$ cat src/rtl/baccarat_round_ctrl.sv
// Multi-round baccarat dealing controller: strobe sequencing, third-card tableau,
// latched result lights, saturating result tallies and optional auto-redeal.
module baccarat_round_ctrl #(
  parameter int unsigned TALLY_W     = 8,
  parameter bit          AUTO_REDEAL = 1'b0,
  parameter int unsigned HOLD_CYCLES = 4
) (
  input  logic               slow_clock,
  input  logic               resetb,
  input  logic               start,
  input  logic               clear_tally,
  input  logic [3:0]         pscore,
  input  logic [3:0]         dscore,
  input  logic [3:0]         pcard3,
  output logic               load_pcard1,
  output logic               load_pcard2,
  output logic               load_pcard3,
  output logic               load_dcard1,
  output logic               load_dcard2,
  output logic               load_dcard3,
  output logic               player_win_light,
  output logic               dealer_win_light,
  output logic               busy,
  output logic               round_done,
  output logic [TALLY_W-1:0] player_wins,
  output logic [TALLY_W-1:0] dealer_wins,
  output logic [TALLY_W-1:0] ties
);

  localparam int unsigned        HOLD_W    = $clog2(HOLD_CYCLES + 1);
  localparam logic [HOLD_W-1:0]  HOLD_LAST = HOLD_W'(HOLD_CYCLES);
  localparam logic [TALLY_W-1:0] TALLY_MAX = '1;

  typedef enum logic [2:0] {IDLE, P1, D1, P2, D2, P3, D3, RESULT} state_t;

  state_t              state, state_nx;
  logic [HOLD_W-1:0]   hold_cnt, hold_cnt_nx;
  logic [5:0]          load_nx;
  logic                pl_nx, dl_nx;
  logic [TALLY_W-1:0]  pw_nx, dw_nx, ti_nx;
  logic                banker_draws;

  // Banker third-card tableau once the player has drawn
  always_comb begin
    banker_draws = 1'b0;
    case (dscore)
      4'd0, 4'd1, 4'd2: banker_draws = 1'b1;
      4'd3:             banker_draws = (pcard3 != 4'd8);
      4'd4:             banker_draws = (pcard3 >= 4'd2) && (pcard3 <= 4'd7);
      4'd5:             banker_draws = (pcard3 >= 4'd4) && (pcard3 <= 4'd7);
      4'd6:             banker_draws = (pcard3 >= 4'd6) && (pcard3 <= 4'd7);
      default:          banker_draws = 1'b0;
    endcase
  end

  // Next state, hold counter and next registered outputs
  always_comb begin
    state_nx    = state;
    hold_cnt_nx = hold_cnt;
    pl_nx       = player_win_light;
    dl_nx       = dealer_win_light;
    pw_nx       = player_wins;
    dw_nx       = dealer_wins;
    ti_nx       = ties;

    case (state)
      IDLE: begin
        if (AUTO_REDEAL && (hold_cnt != HOLD_LAST))
          hold_cnt_nx = hold_cnt + HOLD_W'(1);
        if (start || (AUTO_REDEAL && (hold_cnt_nx == HOLD_LAST)))
          state_nx = P1;
      end
      P1: state_nx = D1;
      D1: state_nx = P2;
      P2: state_nx = D2;
      D2: begin
        if ((pscore >= 4'd8) || (dscore >= 4'd8)) state_nx = RESULT;
        else if (pscore <= 4'd5)                 state_nx = P3;
        else if (dscore <= 4'd5)                 state_nx = D3;
        else                                     state_nx = RESULT;
      end
      P3:     state_nx = banker_draws ? D3 : RESULT;
      D3:     state_nx = RESULT;
      RESULT: begin
        state_nx = IDLE;
        pl_nx    = (pscore >= dscore);
        dl_nx    = (dscore >= pscore);
        if (pscore > dscore) begin
          if (player_wins != TALLY_MAX) pw_nx = player_wins + TALLY_W'(1);
        end else if (dscore > pscore) begin
          if (dealer_wins != TALLY_MAX) dw_nx = dealer_wins + TALLY_W'(1);
        end else begin
          if (ties != TALLY_MAX) ti_nx = ties + TALLY_W'(1);
        end
      end
      default: state_nx = IDLE;
    endcase

    if (state_nx == P1) begin
      hold_cnt_nx = '0;
      pl_nx       = 1'b0;
      dl_nx       = 1'b0;
    end

    if (clear_tally) begin
      pw_nx = '0;
      dw_nx = '0;
      ti_nx = '0;
    end

    load_nx = {state_nx == P1, state_nx == D1, state_nx == P2,
               state_nx == D2, state_nx == P3, state_nx == D3};
  end

  always_ff @(negedge slow_clock or negedge resetb) begin
    if (!resetb) begin
      state            <= IDLE;
      hold_cnt         <= '0;
      load_pcard1      <= 1'b0;
      load_dcard1      <= 1'b0;
      load_pcard2      <= 1'b0;
      load_dcard2      <= 1'b0;
      load_pcard3      <= 1'b0;
      load_dcard3      <= 1'b0;
      player_win_light <= 1'b0;
      dealer_win_light <= 1'b0;
      busy             <= 1'b0;
      round_done       <= 1'b0;
      player_wins      <= '0;
      dealer_wins      <= '0;
      ties             <= '0;
    end else begin
      state            <= state_nx;
      hold_cnt         <= hold_cnt_nx;
      {load_pcard1, load_dcard1, load_pcard2,
       load_dcard2, load_pcard3, load_dcard3} <= load_nx;
      player_win_light <= pl_nx;
      dealer_win_light <= dl_nx;
      busy             <= (state_nx != IDLE);
      round_done       <= (state_nx == RESULT);
      player_wins      <= pw_nx;
      dealer_wins      <= dw_nx;
      ties             <= ti_nx;
    end
  end

endmodule

$ cat config.mk
export PLATFORM = sky130hd
export DESIGN_NAME = baccarat_round_ctrl
export DESIGN_NICKNAME = d
export VERILOG_FILES = /design/src/rtl/baccarat_round_ctrl.sv
export SDC_FILE = /design/constraint.sdc
export NUM_CORES = 1
export LEC_CHECK = 0
export ABC_AREA = 1
export CORE_ASPECT_RATIO = 1.25
export CORE_UTILIZATION = 54
export CTS_CLUSTER_DIAMETER = 100
export DETAILED_ROUTE_END_ITERATION = 16
export PLACE_DENSITY = 0.9
export SLEW_MARGIN = 20
export SYNTH_ARGS = -nofsm -noshare
export SYNTH_HDL_FRONTEND = slang
export SYNTH_SLANG_ARGS = --single-unit
export TNS_END_PERCENT = 1
$ cat constraint.sdc
create_clock -name slow_clock -period 4.06 [get_ports slow_clock]
set_clock_uncertainty 0.2 [all_clocks]
set_input_delay 0.406 -clock slow_clock [delete_from_list [all_inputs] [get_ports slow_clock]]
set_output_delay 0.406 -clock slow_clock [all_outputs]
set_load 0.005 [all_outputs]
==> results.md <==
* Count of state elements after synthesis at 37
* CTS Root Cell: clkbuf_8
* Most instantiated library cell after synthesis: nand2_1
* Total wire length at 6363 µm
* Antenna cells at 0
* Hold Crit Class: register to register
* First DRT Iteration DRCs at 195
* Dominant synthesized flop cell: dfrtn_1
* Endpoint of the worst hold path: load_dcard2
* Largest net degree at the start of global routing at 38
* Fin. Hold Viols at 0
* Status: finished, final reports clean
* TritonCTS clock tree: built
* Power density cells at around 450 nW/µm²
* Drc violations at 0
* Register area share after synthesis at 0.4310
* Site Rows at 25
* Net Count, Synth at 300
* GRT Overall Usage at 0.3074
* Leakage power at between 0.001 and 0.0015 µW
* Commonest cells in the netlist: 83 x nand2_1, 37 x dfrtn_1, 30 x inv_1, 27 x nand3_1, 27 x nor2_1
* CP max stage cell: clkdlybuf4s50_1
* Slew HR at 0.6813
* Critical Path Source Type: register
* Delay-heaviest family, CP: buffers and inverters
* Synth area leader: dfrtn_1
* Synth warnings at 0
* Crit-path cells: clkdlybuf4s50_1
* Top Ports at 50
* Worst endpoint required time at 3.45 ns
* Avg Cell Area, Syn at 7.756 µm²
* Via/cell ratio at 5.559
* Final cell count without fillers at 401
* Antenna Violating Nets Remaining at 0
* Layout cells sized above 1 at 0.1729
* Maxcap violations at 0
* CP Max Fanout at 5
* R2r startpoint: ties[0]
* GRT overflow at 0
* Die Span Y at 72.52 µm
* FFs w/ async S/R, synth at 1.000
* I/O Buffers at 49
* Core Footprint at 3785 µm²
* Final HPWL from detailed placement at 3632 µm
* Worst Hold Launch: state[2]
* FF-to-FF path depth at 8
* Worst-path clk slew at 0.05 ns
* Initial antenna violation count at 0
* Top post-synthesis cells by area: dfrtn_1 43%, nand2_1 15%, nand3_1 6.3%
* Crit path buf inv count at 1
* Setup TNS at 0 ns
* Worst Slack Setup Final at 0.05231 ns
* Final Setup Violations at 0
* FF-to-FF setup slack at 1.93 ns
* R2r endpoint: ties[0]
* Total number of vias at 2229
* Nets at 369
* Post-synth EDFFs at 0
* Worst hold path depth at 1
* CP max stage delay at 0.55 ns
* Layout area overhead at 42.22%
* Filler Cells Inserted at 216
* Critical path class: register to primary output
* Mapped cell area at 2148 µm²
* Global-route wire length before repair at roughly 9700 µm
* Max Slew Vio Count at 0
* Starting Density at 0.5676
* Worst Setup End Kind: primary output
* Library cells used by synthesis at 32
* Clock Path Buffers at 2
* Hold_ws at 0.2568 ns
* Clk sinks at 37
* Clk_lat worst skew at 0.30 ns
* Die width at 58.42 µm
* Placed Cells at just under 400
* Pre-CTS WS at -0.5178 ns
* Wire length per cell at around 16 µm
* TritonRoute pass-1 iters at 5
* Global placer's final weighted congestion at 0.8647
* Share of the synthesized area in the top cell type at 0.4310
* H-tree depth at 2
* Worst-margin pin slew at 0.4780 ns
* Reg area at 925.9 µm²
* Syn Inst Count at 277
* Area of the multi-input gates at 1195 µm²
* Clock buffer count from CTS at 5
* Die area at 4236 µm²
* Peak supply drop at between 0.3 and 0.4 mV
* Vias in the first global route at about 2100
* Critical Path AT at roughly 3.4 ns
-- cells in the final DEF, fill, tap and decap left out, drive strengths merged --
master,netlist,layout
o211ai,1,1
clkdlybuf4s50,0,40
and3,1,1
o21ai,8,8
nand3,28,28
clkbuf,2,5
inv,33,33
dlygate4sd2,0,6
ha,7,7
or2,1,1
nor3,9,9
dlymetal6s2s,0,3
xor2,11,11
dfrtn,37,37
clkinv,0,1
clkinvlp,0,1
a21oi,6,6
nor3b,2,2
xnor2,3,3
nor2,30,30
bufinv,0,1
buf,2,16
nand2,90,90
nand4,5,6
o21bai,1,1
-- sequential cells by signal, summed over array words and instances (netlist names) --
register and flops:
load_dcard3 1, load_dcard1 1, load_pcard3 1, load_dcard2 1, dealer_wins 8, state 3, player_wins 8, ties 8
dealer_win_light 1, busy 1, load_pcard1 1, round_done 1, load_pcard2 1, player_win_light 1
-- worst max path at each step --
| stage | from | to | depth (start not counted) |
|---|---|---|---|
| 2_1_floorplan | pscore[3] | ties[0] | 8 |
| 3_3_place_gp | pscore[3] | player_wins[7] | 12 |
| 3_5_place_dp | pscore[3] | player_wins[4] | 12 |
| 4_1_cts | dscore[0] | player_wins[7] | 12 |
| 5_1_grt | pscore[2] | player_wins[1] | 14 |
| 6_report | player_wins[0] | player_wins[0] | 1 |
-- metal layers --
| layer | part of all wire | global-route usage | up-vias |
|---|---|---|---|
| met5 | 0 | 0 | - |
| met4 | 0.038 | 0.1534 | 0 |
| met3 | 0.067 | 0.05169 | 25 |
| met2 | 0.53 | 0.5594 | 129 |
| met1 | 0.36 | 0.3399 | 1057 |
| li1 | - | - | 1018 |
-- per-stage QoR --
stage,power [µW],instance area (µm²),utilization
6_report,1383,3055,0.8073
5_1_grt,1450,3055,0.8073
4_1_cts,1323,2970,0.7848
3_5_place_dp,971.2,2770,0.7319
3_3_place_gp,949.6,2770,0.7319
2_1_floorplan,760.9,2148,-
-- cell type report --
type | count | area share
Timing Repair Buffer | 65 | 0.2039
Clock inverter | 3 | 0.01515
Clock buffer | 5 | 0.02252
Tap cell | 54 | 0.02211
Sequential cell | 37 | 0.3030
Multi-Input combinational cell | 204 | 0.3911
Inverter | 33 | 0.04218
-- power by group --
part,internal [µW],switching (µW)
sequential,447,72.3
clock,184,146
combinational,226,307
total,857,526
-- cell families after synthesis --
kind of cell | after synthesis | share of synthesized area
flops | 37 | 0.4310
fa+ha+maj | 7 | 0.04077
xor+xnor | 14 | 0.05708
simple gates | 166 | 0.3582
buf+inv | 37 | 0.06989
compound gates | 16 | 0.04310
-- repair_timing --
item | 4_1_cts | 5_1_grt
endpoints found under the setup margin | 24 | 26
pin swaps | 4 | 7
hold buffers | 0 | 0
resized for setup | 16 | 17
buffers inserted | 5 | 1
endpoints found under the hold margin | 0 | 0
gates cloned | 0 | 1
Power figures use the tool's default switching activity.
